### config.mk
export PLATFORM = sky130hd
export DESIGN_NAME = key_mode_ctrl
export DESIGN_NICKNAME = d
export VERILOG_FILES = /design/src/rtl/key_mode_ctrl.sv
export SDC_FILE = /design/constraint.sdc
export NUM_CORES = 1
export LEC_CHECK = 0
export CORE_MARGIN = 4
export CORE_UTILIZATION = 45
export DETAILED_ROUTE_END_ITERATION = 8
export PLACE_DENSITY_LB_ADDON = 0.12
export SLEW_MARGIN = 20
export SYNTH_ARGS = -nofsm -noshare
export SYNTH_HDL_FRONTEND = slang
export SYNTH_SLANG_ARGS = --single-unit
### constraint.sdc
create_clock -name clk -period 4.5 [get_ports clk]
set_clock_uncertainty 0.2 [all_clocks]
set_input_delay 0.9 -clock clk [delete_from_list [all_inputs] [get_ports clk]]
set_output_delay 0.9 -clock clk [all_outputs]
set_load 0.03 [all_outputs]
### src/rtl/key_mode_ctrl.sv
// Push-button front end: synchronise, debounce, and step the LED pattern-select bus on each press.
// Optional `LONG_PRESS_RESET_EN: a hold of LONG_CYCLES forces ctrl back to 0 with an extra strobe.
module key_mode_ctrl #(
    parameter int unsigned DEBOUNCE_CYCLES = 540000,
    parameter int unsigned MODE_NUM        = 3,
    parameter int unsigned LONG_CYCLES     = 27000000
) (
    input  logic       clk,
    input  logic       rst_n,
    input  logic       key_in,
    output logic [1:0] ctrl,
    output logic       key_pulse,
    output logic       key_state
);

    if (DEBOUNCE_CYCLES < 2 || DEBOUNCE_CYCLES > 1048575 || MODE_NUM < 2 || MODE_NUM > 4 ||
        LONG_CYCLES <= DEBOUNCE_CYCLES) begin : g_param_check
        $error("key_mode_ctrl: illegal parameter set");
    end

    typedef enum logic [1:0] {StIdle, StPressDb, StHeld, StRelDb} state_e;

    localparam logic [19:0] DbLast   = 20'(DEBOUNCE_CYCLES - 1);
    localparam logic [1:0]  CtrlLast = 2'(MODE_NUM - 1);

    state_e      r_state, w_state_d;
    logic [19:0] r_cnt, w_cnt_d;
    logic [1:0]  r_ctrl, w_ctrl_d, w_ctrl_step;
    logic        r_pulse, w_pulse_d;
    logic        r_key_state, w_key_state_d;
    logic        r_s1, r_key_s;

`ifdef LONG_PRESS_RESET_EN
    localparam int unsigned  LongW    = $clog2(LONG_CYCLES);
    localparam logic [LongW-1:0] LongLast = LongW'(LONG_CYCLES - 1);

    // Separate from r_cnt so a release bounce does not lose the hold time.
    logic [LongW-1:0] r_long, w_long_d;
`endif

    assign w_ctrl_step = (r_ctrl == CtrlLast) ? 2'd0 : r_ctrl + 2'd1;

    always_ff @(posedge clk) begin
        if (!rst_n) begin
            r_s1        <= 1'b1;
            r_key_s     <= 1'b1;
            r_state     <= StIdle;
            r_cnt       <= '0;
            r_ctrl      <= 2'd0;
            r_pulse     <= 1'b0;
            r_key_state <= 1'b0;
        end else begin
            r_s1        <= key_in;
            r_key_s     <= r_s1;
            r_state     <= w_state_d;
            r_cnt       <= w_cnt_d;
            r_ctrl      <= w_ctrl_d;
            r_pulse     <= w_pulse_d;
            r_key_state <= w_key_state_d;
        end
    end

`ifdef LONG_PRESS_RESET_EN
    always_ff @(posedge clk) begin
        if (!rst_n) begin
            r_long <= '0;
        end else begin
            r_long <= w_long_d;
        end
    end
`endif

    always_comb begin
        w_state_d     = r_state;
        w_cnt_d       = r_cnt;
        w_ctrl_d      = r_ctrl;
        w_pulse_d     = 1'b0;
        w_key_state_d = r_key_state;
`ifdef LONG_PRESS_RESET_EN
        w_long_d      = r_long;
`endif
        unique case (r_state)
            StIdle: begin
                if (!r_key_s) begin
                    w_state_d = StPressDb;
                    w_cnt_d   = '0;
                end
            end
            StPressDb: begin
                if (r_key_s) begin
                    w_state_d = StIdle;
                    w_cnt_d   = '0;
                end else if (r_cnt == DbLast) begin
                    w_state_d     = StHeld;
                    w_cnt_d       = '0;
                    w_pulse_d     = 1'b1;
                    w_key_state_d = 1'b1;
                    w_ctrl_d      = w_ctrl_step;
`ifdef LONG_PRESS_RESET_EN
                    w_long_d      = '0;
`endif
                end else begin
                    w_cnt_d = r_cnt + 20'd1;
                end
            end
            StHeld: begin
                if (r_key_s) begin
                    w_state_d = StRelDb;
                    w_cnt_d   = '0;
                end
`ifdef LONG_PRESS_RESET_EN
                // Saturating count: the strobe fires only on the edge it reaches the limit.
                else if (r_long != LongLast) begin
                    w_long_d = r_long + LongW'(1);
                    if (w_long_d == LongLast) begin
                        w_ctrl_d  = 2'd0;
                        w_pulse_d = 1'b1;
                    end
                end
`endif
            end
            StRelDb: begin
                if (!r_key_s) begin
                    w_state_d = StHeld;
                    w_cnt_d   = '0;
                end else if (r_cnt == DbLast) begin
                    w_state_d     = StIdle;
                    w_cnt_d       = '0;
                    w_key_state_d = 1'b0;
                end else begin
                    w_cnt_d = r_cnt + 20'd1;
                end
            end
            default: begin
                w_state_d = StIdle;
                w_cnt_d   = '0;
            end
        endcase
    end

    assign ctrl      = r_ctrl;
    assign key_pulse = r_pulse;
    assign key_state = r_key_state;

endmodule

### Yosys cells after proc, flatten, opt, wreduce, memory -nomap -nowiden

Cells that the tools add are included.

| word-level totals | value |
|---|---|
| bits in registers | 28 |
| latch bits | 0 |
| memory bits (writable) | 0 |
| bits in read-only memories | 0 |
| input port bits | 3 |
| memories kept | 0 |

| operators by class | value |
|---|---|
| add/subtract/negate cells | 2 |
| multipliers | 0 |
| div/mod/pow operators | 0 |
| $lt $le $gt $ge | 0 |
| equal/unequal tests | 13 |
| shift-type cells | 0 |
| mux-type cells | 20 |
| bitwise operators | 3 |
| reduce and logical (&&, ||, !) cells | 7 |

Operators with widths:

| operator | number |
|---|---|
| 2-to-1 mux 20 bit | 5 |
| case mux 20 bit (4 select lines) | 1 |
| adder 20 x 1 -> 20 bit, second input constant | 1 |
| equality test 20 bit, second input constant | 1 |
| 2-to-1 mux 2 bit | 7 |
| inequality test 2 bit, second input constant | 6 |
| case mux 2 bit (4 select lines) | 1 |
| equality test 2 bit, second input constant | 3 |
| inequality test 3 bit, second input constant | 2 |
| 2-to-1 mux 1 bit | 5 |
| AND reduction 5 bit | 1 |
| AND reduction 4 bit | 1 |
| inverter 1 bit | 3 |
| AND reduction 3 bit | 1 |
| OR reduction 3 bit | 1 |
| adder 2 x 1 -> 2 bit, second input constant | 1 |
| equality test 2 x 1 -> 1 bit, second input constant | 1 |
| logical NOT 2 bit | 1 |
| case mux 1 bit (2 select lines) | 1 |
| AND reduction 2 bit | 1 |
| nonzero test 2 bit | 1 |

### Logic depth before layout (Yosys ltp)

| depth | value |
|---|---|
| depth in word-level cells | 4 |
| depth in mapped cells | 7 |
| mapped depth without buffers | 6 |

### Worst setup path after synthesis

OpenSTA, ideal clock, no wires.

| timing path | value |
|---|---|
| kind | input -> register |
| from | input rst_n |
| to | register r_cnt[19] |
| library setup time | 0.074 ns |
| arrival | 1.699 ns |
| data required time | 4.226 ns |
| slack | 2.527 ns |
| stages | 4 |
| path buffers | 0 |
| cells stage by stage | and3_4 -> a21bo_4 -> o31a_1 -> a31oi_1 |

RTL lines:

| element | RTL line | RTL |
|---|---|---|
| start, declared | 9 | `input logic rst_n,` |
| end signal, assigned | 56 | `r_cnt <= w_cnt_d;` |
| end, declared | 27 | `logic [19:0] r_cnt, w_cnt_d;` |

==> flow_metrics.py <==
metrics = {
    "layout": {
        "layout-drive-gt1-share_pct": 7.60,
        "n_fill_cell": 313,
        "layout.nets": 176,
        "final_core_utilization_pct": 51.3,
        "antenna-diode-count": 0,
        "sequential_cell_area_sq_um": 561,
        "multi_input_comb_area_sq_um": 843,
        "area_growth_pct": 9.25,
    },
    "clocking": {
        "tritoncts": "built",
        "cts_sinks": 28,
        "cts_hold_buf": 0,
        "cts-buffers-inserted": 3,
        "clkLatencyLatePin_ns": 0.32,
        "clock_path_buffers": 2,
        "cts-htree-levels": 1,
        "clockRootBuffer": "sky130_fd_sc_hd__clkbuf_4",
        "cts.repair.resized": 0,
        "cts_post_setup_buffers_inserted": 0,
        "clk_pin_slew_ns": 0.15,
    },
    "global_routing": {
        "via_count_of_the_first_global_routing_pass": 1143,
        "grt_first_pass_wirelength_um": 5260,
        "antenna_found_initial": 0,
        "grt_overflow": 0,
        "grt_max_degree": 20,
        "total_routing_resource_utilization_after_global_routing_pct": 15.9,
    },
    "worst_setup_path": {
        "worst_setup_path_start_kind": "input port",
        "worstPathMaxFanout": 19,
        "critical_path_arrival_ns": 2.72,
        "critPathRequiredTime_ns": 4.55,
        "path_class": "in -> reg",
        "critical_path.endpoint_type": "flip-flop",
    },
    "sta": {
        "timing.final.crit_share_pct": 59.2,
        "worst-slew-pin-transition_ns": 0.613,
        "setup-violations-final": 0,
        "final_max_slew_viol_count": 0,
        "grt_setup_unrepaired": "no",
        "hold_viol_final": 0,
        "setup_slack_ns": 1.83,
        "setup-tns-final_ns": 0,
        "maxClockFrequency_mhz": 375,
        "maxSlewHeadroom_pct": 58.7,
        "finalCriticalPeriod_ns": 2.67,
    },
    "placed_design": {
        "finalWeightedCongestion": 0.841,
        "dpl.hpwl_um": 2250,
        "portbufs": 6,
        "dp_slack_ns": 1.51,
    },
    "logic_synthesis": {
        "synth-async-reset-ratio_pct": 0,
        "per_instance_average_area_after_synthesis_sq_um": 8.69,
        "syn_inst": 165,
        "postSynth.topFlopCell": "sky130_fd_sc_hd__dfxtp_1",
        "post_synth_instance_area_sq_mm": 0.00143,
        "netlist_top_cells_area": "sky130_fd_sc_hd__dfxtp_1 39%, sky130_fd_sc_hd__nand2_1 4.5%, sky130_fd_sc_hd__mux2i_1 4.2%",
        "synth-edff-count": 0,
        "synthMostInstantiatedCell": "sky130_fd_sc_hd__dfxtp_1",
        "synth.distinct_cells": 44,
        "mappedNetlistNets": 169,
        "yosysSeqAreaShare_pct": 39.1,
        "ys_ff_latch": 28,
        "yosys-top-cells-count": "28 x sky130_fd_sc_hd__dfxtp_1, 17 x sky130_fd_sc_hd__nand2_1, 11 x sky130_fd_sc_hd__nor2_1, 10 x sky130_fd_sc_hd__o21ai_0, 7 x sky130_fd_sc_hd__nand3_1",
        "synth.yosys.warnings": 0,
        "synth_largest_area_cell": "sky130_fd_sc_hd__dfxtp_1",
        "synthDominantCellAreaShare_pct": 39.1,
    },
    "route": {
        "ant_nets": 0,
        "drt_iter0_markers": 69,
        "wl_per_cell_um": 14.1,
        "drtPass1Iterations": 4,
        "finalWirelength_um": 3040,
        "detail_route.drc_violations": 0,
        "dr_total_vias": 1212,
        "avgViaCountPerCell": 5.64,
    },
    "floorplan": {
        "core_sq_mm": 0.00305,
        "die-width_um": 64.5,
        "die_h_um": 64.5,
        "rows": 20,
        "initial_core_util_pct": 47.0,
        "floorplan.die_area_sq_mm": 0.00415,
        "io_pins": 7,
    },
    "hold_path": {
        "min_path_type": "reg -> reg",
    },
    "outcome": {
        "run_status": "complete, no violations",
    },
    "power": {
        "irDropWorstVdd_uv": 118,
        "pwr_density_cell_mw_per_mm2": 247,
        "power.static_leakage_nw": 0.509,
    },
    "run": {
        "drv_cap": 0,
    },
}
[final timing paths]
check        cells after the start                     end  slack (ns)             startpoint
max                              5   r_cnt[6]$_SDFFE_PN0P_        1.83                  rst_n
min                              1      r_key_s$_SDFF_PN1_        0.24        r_s1$_SDFF_PN1_
max reg2reg                      5  r_cnt[14]$_SDFFE_PN0P_        2.23  r_cnt[0]$_SDFFE_PN0P_
min reg2reg                      1      r_key_s$_SDFF_PN1_        0.24        r_s1$_SDFF_PN1_
[layout make-up]
type,count,area share [%]
well taps,44,3.51
repair buffers,6,3.83
inverters,3,0.719
clock buffers,4,2.32
multi-input cells,130,53.8
flip-flops and latches,28,35.8
[power by group]
part            total, W  internal (W)  leakage (nW)  switching (W)
Clock           0.000120     0.0000494        0.0210      0.0000704
Sequential      0.000252      0.000250         0.226     0.00000180
Combinational  0.0000149    0.00000647         0.262     0.00000847
[sequential cells by signal, summed over array words and instances, names as in the netlist, named ones only]
| register | cells |
|---|---|
| r_state | 1 |
| key_pulse | 1 |
| r_cnt | 20 |
| r_key_s | 1 |
| key_state | 1 |
| r_s1 | 1 |
| ctrl | 2 |
[logic make-up (layout without fill, tap and decap cells)]
group                      after synthesis  after routing  synth area share [%]
xor gates and xnor gates                 8              8                  5.41
AOI/OAI and AO/OA                       33             33                  15.5
buffers and inverters                    7             13                  2.09
muxes                                    6              6                  4.19
adders and majority gates                1              1                 0.872
DFF                                     28             28                  39.1
and+or+nand+nor                         82             82                  32.8
[placed cells by master, fill, tap and decap left out, drive strengths merged, types with 6 or more instances in the layout]
cell and n:
nor2 11, and3 8, xnor2 7, nand3 8
clkdlybuf4s50 6, mux2i 6, nand2 17, dfxtp 28
o21ai 10
[stage by stage]
stage               area [sq um]  hold slack [ns]  total power (W)  std cells
floorplan                   1430            0.186         0.000266        165
global placement            1530            0.194         0.000272        211
detailed placement          1530            0.213         0.000272        211
CTS                         1570            0.248         0.000394        215
global route                1570            0.281         0.000410        215
finish                      1570            0.239         0.000386        215
[per-layer routing]
layer	vias to the layer above	global-route usage, %	part of all wire, %
met1	576	20.4	48
met5	-	0	0
met3	2	2.08	2.3
li1	613	-	-
met2	21	27.8	49
met4	0	4.49	0.69
[worst max-delay path, cell delays in order]
cell and delay [ns]:
sky130_fd_sc_hd__clkdlybuf4s50_1 0.80, sky130_fd_sc_hd__and3_4 0.30, sky130_fd_sc_hd__a21boi_2 0.38, sky130_fd_sc_hd__a41oi_1 0.18, sky130_fd_sc_hd__a31oi_1 0.16
(Power assumes the default switching activity.)
